### config.mk
export PLATFORM = sky130hd
export DESIGN_NAME = uart_frame_parser
export DESIGN_NICKNAME = d
export VERILOG_FILES = /design/src/rtl/uart_frame_pkg.sv /design/src/rtl/uart_gap_timer.sv /design/src/rtl/uart_frame_parser.sv
export SDC_FILE = /design/constraint.sdc
export NUM_CORES = 1
export LEC_CHECK = 0
export ABC_AREA = 1
export BUFFER_PORTS_ARGS = -buffer_cell sky130_fd_sc_hd__buf_2
export CAP_MARGIN = 20
export CORE_UTILIZATION = 50
export DETAILED_ROUTE_END_ITERATION = 8
export GPL_ROUTABILITY_DRIVEN = 0
export PLACE_DENSITY = 0.79
export SYNTH_ARGS = -nofsm -noshare
export SYNTH_HDL_FRONTEND = slang
export SYNTH_SLANG_ARGS = --single-unit
### constraint.sdc
create_clock -name clk -period 2.1 [get_ports clk]
set_input_delay 0.63 -clock clk [delete_from_list [all_inputs] [get_ports clk]]
set_output_delay 0.63 -clock clk [all_outputs]
set_load 0.05 [all_outputs]
### src/rtl/uart_frame_pkg.sv
// ---------------------------------------------------------------------------
// uart_frame_pkg
// Shared constants, FSM state type and small index helpers for the UART frame
// parser. A frame is 19 bytes:
//   [0]=0x0A, [1..4]=Num_x, [5]=0x0A, [6..9]=Num_s, [10]=0x0A,
//   [11..14]=cnt_high, [15..18]=cnt_low  (all multi-byte fields LSB first).
// No ports (package).
// ---------------------------------------------------------------------------
package uart_frame_pkg;

    localparam logic [7:0] DELIM     = 8'h0A;
    localparam int         FRAME_LEN = 19;
    localparam int         IDX_W     = $clog2(FRAME_LEN);

    // First byte position of each multi-byte field.
    localparam int NUMX_START = 1;
    localparam int NUMS_START = 6;
    localparam int CNTH_START = 11;
    localparam int CNTL_START = 15;

    // Positions that must carry the delimiter inside a frame.
    localparam logic [IDX_W-1:0] DELIM_IDX_A = IDX_W'(5);
    localparam logic [IDX_W-1:0] DELIM_IDX_B = IDX_W'(10);

    // Top byte of the two 28-bit fields; only its low nibble is meaningful.
    localparam logic [IDX_W-1:0] NIB_IDX_A = IDX_W'(NUMX_START + 3);
    localparam logic [IDX_W-1:0] NIB_IDX_B = IDX_W'(NUMS_START + 3);

    localparam logic [IDX_W-1:0] LAST_IDX = IDX_W'(FRAME_LEN - 1);

    typedef enum logic {
        HUNT,
        RECV
    } frame_state_t;

    function automatic logic is_delim_idx(input logic [IDX_W-1:0] i);
        return (i == DELIM_IDX_A) || (i == DELIM_IDX_B);
    endfunction

    function automatic logic is_nibble_idx(input logic [IDX_W-1:0] i);
        return (i == NIB_IDX_A) || (i == NIB_IDX_B);
    endfunction

endpackage

### src/rtl/uart_gap_timer.sv
// ---------------------------------------------------------------------------
// uart_gap_timer
// Counts idle clocks between received bytes while a frame is in progress.
// 'expired' is asserted during the idle clock whose completion brings the
// count to TIMEOUT_CYC, so the parser registers the abort on that same edge.
// A byte in that cycle (clr=1) suppresses expiry and restarts the count.
// Ports:
//   clk     in  1  system clock
//   rst_n   in  1  asynchronous active-low reset
//   run     in  1  count enable (parser is inside a frame)
//   clr     in  1  restart count (a byte was received)
//   expired out 1  idle limit reached this cycle with no byte
// ---------------------------------------------------------------------------
module uart_gap_timer #(
    parameter int TIMEOUT_CYC = 1024
) (
    input  logic clk,
    input  logic rst_n,
    input  logic run,
    input  logic clr,
    output logic expired
);

    localparam int CW = $clog2(TIMEOUT_CYC + 1);

    logic [CW-1:0] count;

    // The counter holds the number of completed idle clocks since the last
    // byte. It is held at zero outside a frame and saturates at the limit so
    // it can never wrap back into a fresh count.
    always_ff @(posedge clk or negedge rst_n) begin
        if (!rst_n) begin
            count <= '0;
        end else if (!run || clr) begin
            count <= '0;
        end else if (count != CW'(TIMEOUT_CYC)) begin
            count <= count + CW'(1);
        end
    end

    assign expired = run && !clr && (count == CW'(TIMEOUT_CYC - 1));

endmodule

### src/rtl/uart_frame_parser.sv
// ---------------------------------------------------------------------------
// uart_frame_parser
// Reassembles 19-byte frames from a byte strobe stream, validates them and
// publishes the four payload fields only when a complete frame arrives.
// Partial data is kept in an internal shadow register that never reaches the
// outputs; an aborted frame leaves the outputs untouched.
//
// Optional feature macro: FRAME_CHECK_EN
//   defined   - bytes 5/10 must be 0x0A and bytes 4/9 must have a zero upper
//               nibble, otherwise the frame aborts with frame_err.
//   undefined - those bytes are not checked, upper nibbles at 4/9 are
//               dropped, and frame_err only reports inter-byte timeouts.
//
// Ports:
//   clk          in   1  system clock
//   rst_n        in   1  asynchronous active-low reset
//   rdsig        in   1  received-byte strobe
//   rxdata       in   8  received byte (valid with rdsig)
//   Num_x        out 28  last committed Num_x field
//   Num_s        out 28  last committed Num_s field
//   cnt_high     out 32  last committed cnt_high field
//   cnt_low      out 32  last committed cnt_low field
//   frame_valid  out  1  one-cycle pulse on frame commit
//   frame_err    out  1  one-cycle pulse on frame abort
// ---------------------------------------------------------------------------
module uart_frame_parser
    import uart_frame_pkg::*;
#(
    parameter int TIMEOUT_CYC = 1024
) (
    input  logic        clk,
    input  logic        rst_n,
    input  logic        rdsig,
    input  logic [7:0]  rxdata,
    output logic [27:0] Num_x,
    output logic [27:0] Num_s,
    output logic [31:0] cnt_high,
    output logic [31:0] cnt_low,
    output logic        frame_valid,
    output logic        frame_err
);

    frame_state_t                  state;
    logic [IDX_W-1:0]              idx;
    logic [FRAME_LEN-1:0][7:0]     shadow;
    logic                          gap_expired;
    logic                          byte_bad;
    logic [7:0]                    store_byte;
    logic [31:0]                   numx_word;
    logic [31:0]                   nums_word;
    logic [31:0]                   cnth_word;
    logic                          unused_bits;

    uart_gap_timer #(
        .TIMEOUT_CYC (TIMEOUT_CYC)
    ) u_gap_timer (
        .clk     (clk),
        .rst_n   (rst_n),
        .run     (state == RECV),
        .clr     (rdsig),
        .expired (gap_expired)
    );

    // Decide whether the byte at the current index is acceptable and what
    // value goes into the shadow. Without checking, the top nibble of the
    // 28-bit fields is simply discarded on the way in.
    always_comb begin
        byte_bad   = 1'b0;
        store_byte = rxdata;
`ifdef FRAME_CHECK_EN
        if (is_delim_idx(idx) && (rxdata != DELIM)) begin
            byte_bad = 1'b1;
        end
        if (is_nibble_idx(idx) && (rxdata[7:4] != 4'h0)) begin
            byte_bad = 1'b1;
        end
`else
        if (is_nibble_idx(idx)) begin
            store_byte = {4'h0, rxdata[3:0]};
        end
`endif
    end

    // Packed shadow slices give the LSB-first fields directly: the byte at
    // the higher index lands in the more significant position.
    assign numx_word = shadow[NUMX_START +: 4];
    assign nums_word = shadow[NUMS_START +: 4];
    assign cnth_word = shadow[CNTH_START +: 4];

    // Delimiter slots and the top nibbles of the 28-bit fields are captured
    // but never published.
    assign unused_bits = ^{shadow[0], shadow[DELIM_IDX_A], shadow[DELIM_IDX_B],
                           shadow[LAST_IDX], numx_word[31:28], nums_word[31:28]};

    // Frame FSM. The last byte is taken straight from rxdata so the commit
    // happens on the edge that samples it, giving a one-clock latency to
    // frame_valid. An aborting byte is swallowed here and never re-examined
    // as a start delimiter; a byte arriving on the expiry cycle takes
    // priority over the timeout.
    always_ff @(posedge clk or negedge rst_n) begin
        if (!rst_n) begin
            state       <= HUNT;
            idx         <= '0;
            shadow      <= '0;
            Num_x       <= '0;
            Num_s       <= '0;
            cnt_high    <= '0;
            cnt_low     <= '0;
            frame_valid <= 1'b0;
            frame_err   <= 1'b0;
        end else begin
            frame_valid <= 1'b0;
            frame_err   <= 1'b0;
            unique case (state)
                HUNT: begin
                    if (rdsig && (rxdata == DELIM)) begin
                        state <= RECV;
                        idx   <= IDX_W'(1);
                    end
                end
                RECV: begin
                    if (rdsig) begin
                        if (byte_bad) begin
                            frame_err <= 1'b1;
                            state     <= HUNT;
                            idx       <= '0;
                        end else if (idx == LAST_IDX) begin
                            Num_x       <= numx_word[27:0];
                            Num_s       <= nums_word[27:0];
                            cnt_high    <= cnth_word;
                            cnt_low     <= {rxdata, shadow[CNTL_START +: 3]};
                            frame_valid <= 1'b1;
                            state       <= HUNT;
                            idx         <= '0;
                        end else begin
                            shadow[idx] <= store_byte;
                            idx         <= idx + IDX_W'(1);
                        end
                    end else if (gap_expired) begin
                        frame_err <= 1'b1;
                        state     <= HUNT;
                        idx       <= '0;
                    end
                end
                default: begin
                    state <= HUNT;
                    idx   <= '0;
                end
            endcase
        end
    end

endmodule

==> reports/results.ini <==
[worst_setup_path]
r2r_start=idx[0]
path_buf_inv=2
critical-path-top-delay-family=simple AND/OR/NAND/NOR gates
r2r_setup_slack_ns=0.11
worst-setup-path-type=reg2reg
path_common_cell=nand2_1
rr_worst_depth=7
cp.arrival_ns=2.44
worstReg2RegEnd=Num_x[20]
slowest_delay_ns=0.44
cp_max_fo=101
crit_path_start_kind=flip-flop
cp_slowest_cell=dfrtp_1
critPathCaptureType=flip-flop
required_ns=2.55
crit_chain=inv_1, ha_1, nand3_4, nor2_4, buf_12, nand2_1, nand2_1

[power]
p_leak_nw=6.972
total_power_w=0.01590
powerDensity_mw_per_mm2=1313
peakVddDrop_mv=0.6958

[die]
design.die.area_mm2=0.02105
io_pins=133
rows=51
start_util=0.5174
die_w_um=145.1
dieHeight_um=145.1
core_mm2=0.01978

[layout]
fin_nets=1299
syn2layout_area_growth_pct=18.26
finalInstanceArea_mm2=0.01210
layout_common_cells=nand2_1, dfrtp_1, o21ai_0
fillerInstances=1648
final_cells=1566
final_common_cell=nand2_1
drive_gt1_frac=0.1780

[sta]
tightest_slew_ns=0.6128
final-max-slew-violation-count=0
setup_violations=0
finalCriticalPeriod_ns=1.989
max_freq_mhz=502.8
hold_viol_final=0
fin_skew_ns=0.009997
finalCritPeriodShare=0.9470
maxSlewHeadroom=0.5914
layout_setup_ws_ns=0.1113
setup_tns_ns=0

[synthesis]
synth_ff_type=dfrtp_1
synth_fa_ha_area_frac=0.007335
synth_xor_xnor_area_share=0.001711
syn-num-nets=1161
synth-compound-area-share=0.08362
yosys_warnings=0
synth-simple-area-share=0.2516
synth_area_mm2=0.01023
synth_edf_count=0
synthCells=1144
synth.avg_cell_area_um2=8.947
synth_mux_area_frac=0
seq_area_frac_synth=0.6137
ys_ff_latch=251
synth_top_family_by_area=simple AND/OR/NAND/NOR gates
synth_cell_types=28
async_flop_share=1.000

[detailed_routing]
drc=0
num_vias=8302
first_pass_iters=5
wl_per_cell_um=16.06
drt_iter0_drc=496
viasPerCell=5.301
routed_wl_um=25150
ant_nets=0

[status]
status=finished, final reports clean

[cts]
clkTransAtPathRegs_ns=0.07
clockBufferDepth=3
root_buffer=clkbuf_16
cts_hold_buf=0
cts_sinks=251
cts_tree=built
cts-htree-levels=1
clock_latency_ns=0.51
numCtsBuffers=24

[job]
maxCapViolations=0

[min_path]
min_path_type=in2async

[placement]
port_buffers=132
dpl-instance-area_mm2=0.01128
place_worst_setup_slack_ns=0.04764
hpwl_um=16560
place_inst=1521

[global_route]
grt_max_degree=102
grt_pass1_wl_um=41430
grt_pass1_vias=8064
grt_use_total=0.2430
grt_remaining_overflow=0
antenna_found_initial=3

[power breakdown]
part	internal, W	switching, W	total (W)
clock	0.00263	0.00177	0.00440
sequential	0.00612	0.000850	0.00697
combinational	0.00113	0.00339	0.00453
total	0.00989	0.00601	0.0159
[cells by family (layout without fill, tap and decap cells)]
| family | Yosys count | after routing |
|---|---|---|
| xor gates and xnor gates | 2 | 2 |
| other | 0 | 3 |
| adders and majority gates | 6 | 6 |
| AOI/OAI and AO/OA | 171 | 171 |
| buffers and inverters | 93 | 247 |
| and+or+nand+nor | 621 | 621 |
| DFF | 251 | 251 |
[stage by stage]
step / util / hold WS (ns)
3_5_place_dp: 0.5700 / 0.4590
3_3_place_gp: 0.5700 / 0.4612
2_1_floorplan: - / 0.3344
4_1_cts: 0.6107 / 0.06920
6_report: 0.6119 / 0.04388
5_1_grt: 0.6119 / 0.06870
[layer usage]
metal / vias up / wire length [um] / GRT usage
met3: 45 / 1407 / 0.03553
met4: 0 / 597 / 0.07947
li1: 3910 / - / -
met2: 262 / 12140 / 0.3925
met5: - / 0 / 0
met1: 4085 / 11000 / 0.3393
[area by class of cell]
type,count,area [um2],share of cell area
Clock inverter,4,70.07,0.005789
Clock buffer,38,734.5,0.06068
Multi-Input combinational cell,800,3545,0.2928
Antenna cell,3,7.507,0.0006202
Inverter,42,161.4,0.01333
Tap cell,265,331.6,0.02739
Timing Repair Buffer,163,973.4,0.08042
Sequential cell,251,6281,0.5189
[synth_stat cells, types with 2 or more instances]
cell	count	area share
buf_4	14	0.010
o21ai_0	140	0.068
nor3_1	5	0.0024
nand2_1	528	0.19
inv_1	39	0.014
nor2_4	2	0.0022
a21oi_1	13	0.0064
nand4_1	10	0.0061
o21ai_1	18	0.0088
clkbuf_1	27	0.0099
buf_6	2	0.0022
nand2_2	9	0.0055
buf_2	8	0.0039
nor2_2	6	0.0037
xor2_1	2	0.0017
dfrtp_1	251	0.61
nor2_1	30	0.011
nor3_4	8	0.013
nand3_2	2	0.0020
ha_1	6	0.0073
nand3_1	17	0.0083
[flip-flops by register name, summed over array words and instances (netlist names)]
register           cells
cnt_low               32
u_gap_timer.count     11
idx                    5
frame_valid            1
state                  1
shadow                24
cnth_word             32
Num_s                 28
frame_err              1
cnt_high              32
Num_x                 28
nums_word             28
numx_word             28
[worst max path at each step]
stage	start	end	cells after the start
global route	idx[0]	Num_x[20]	7
global placement	idx[0]	nums_word[21]	8
detailed placement	idx[0]	nums_word[20]	7
finish	idx[0]	Num_x[20]	7
CTS	idx[0]	nums_word[20]	7
floorplan	idx[0]	Num_s[17]	8
[repair_timing]
action,in CTS,in global routing
endpoints found under the hold margin,0,0
resized for setup,0,3
setup endpoints to repair,0,22
setup buffers,0,0
Power figures use the tool's default switching activity.
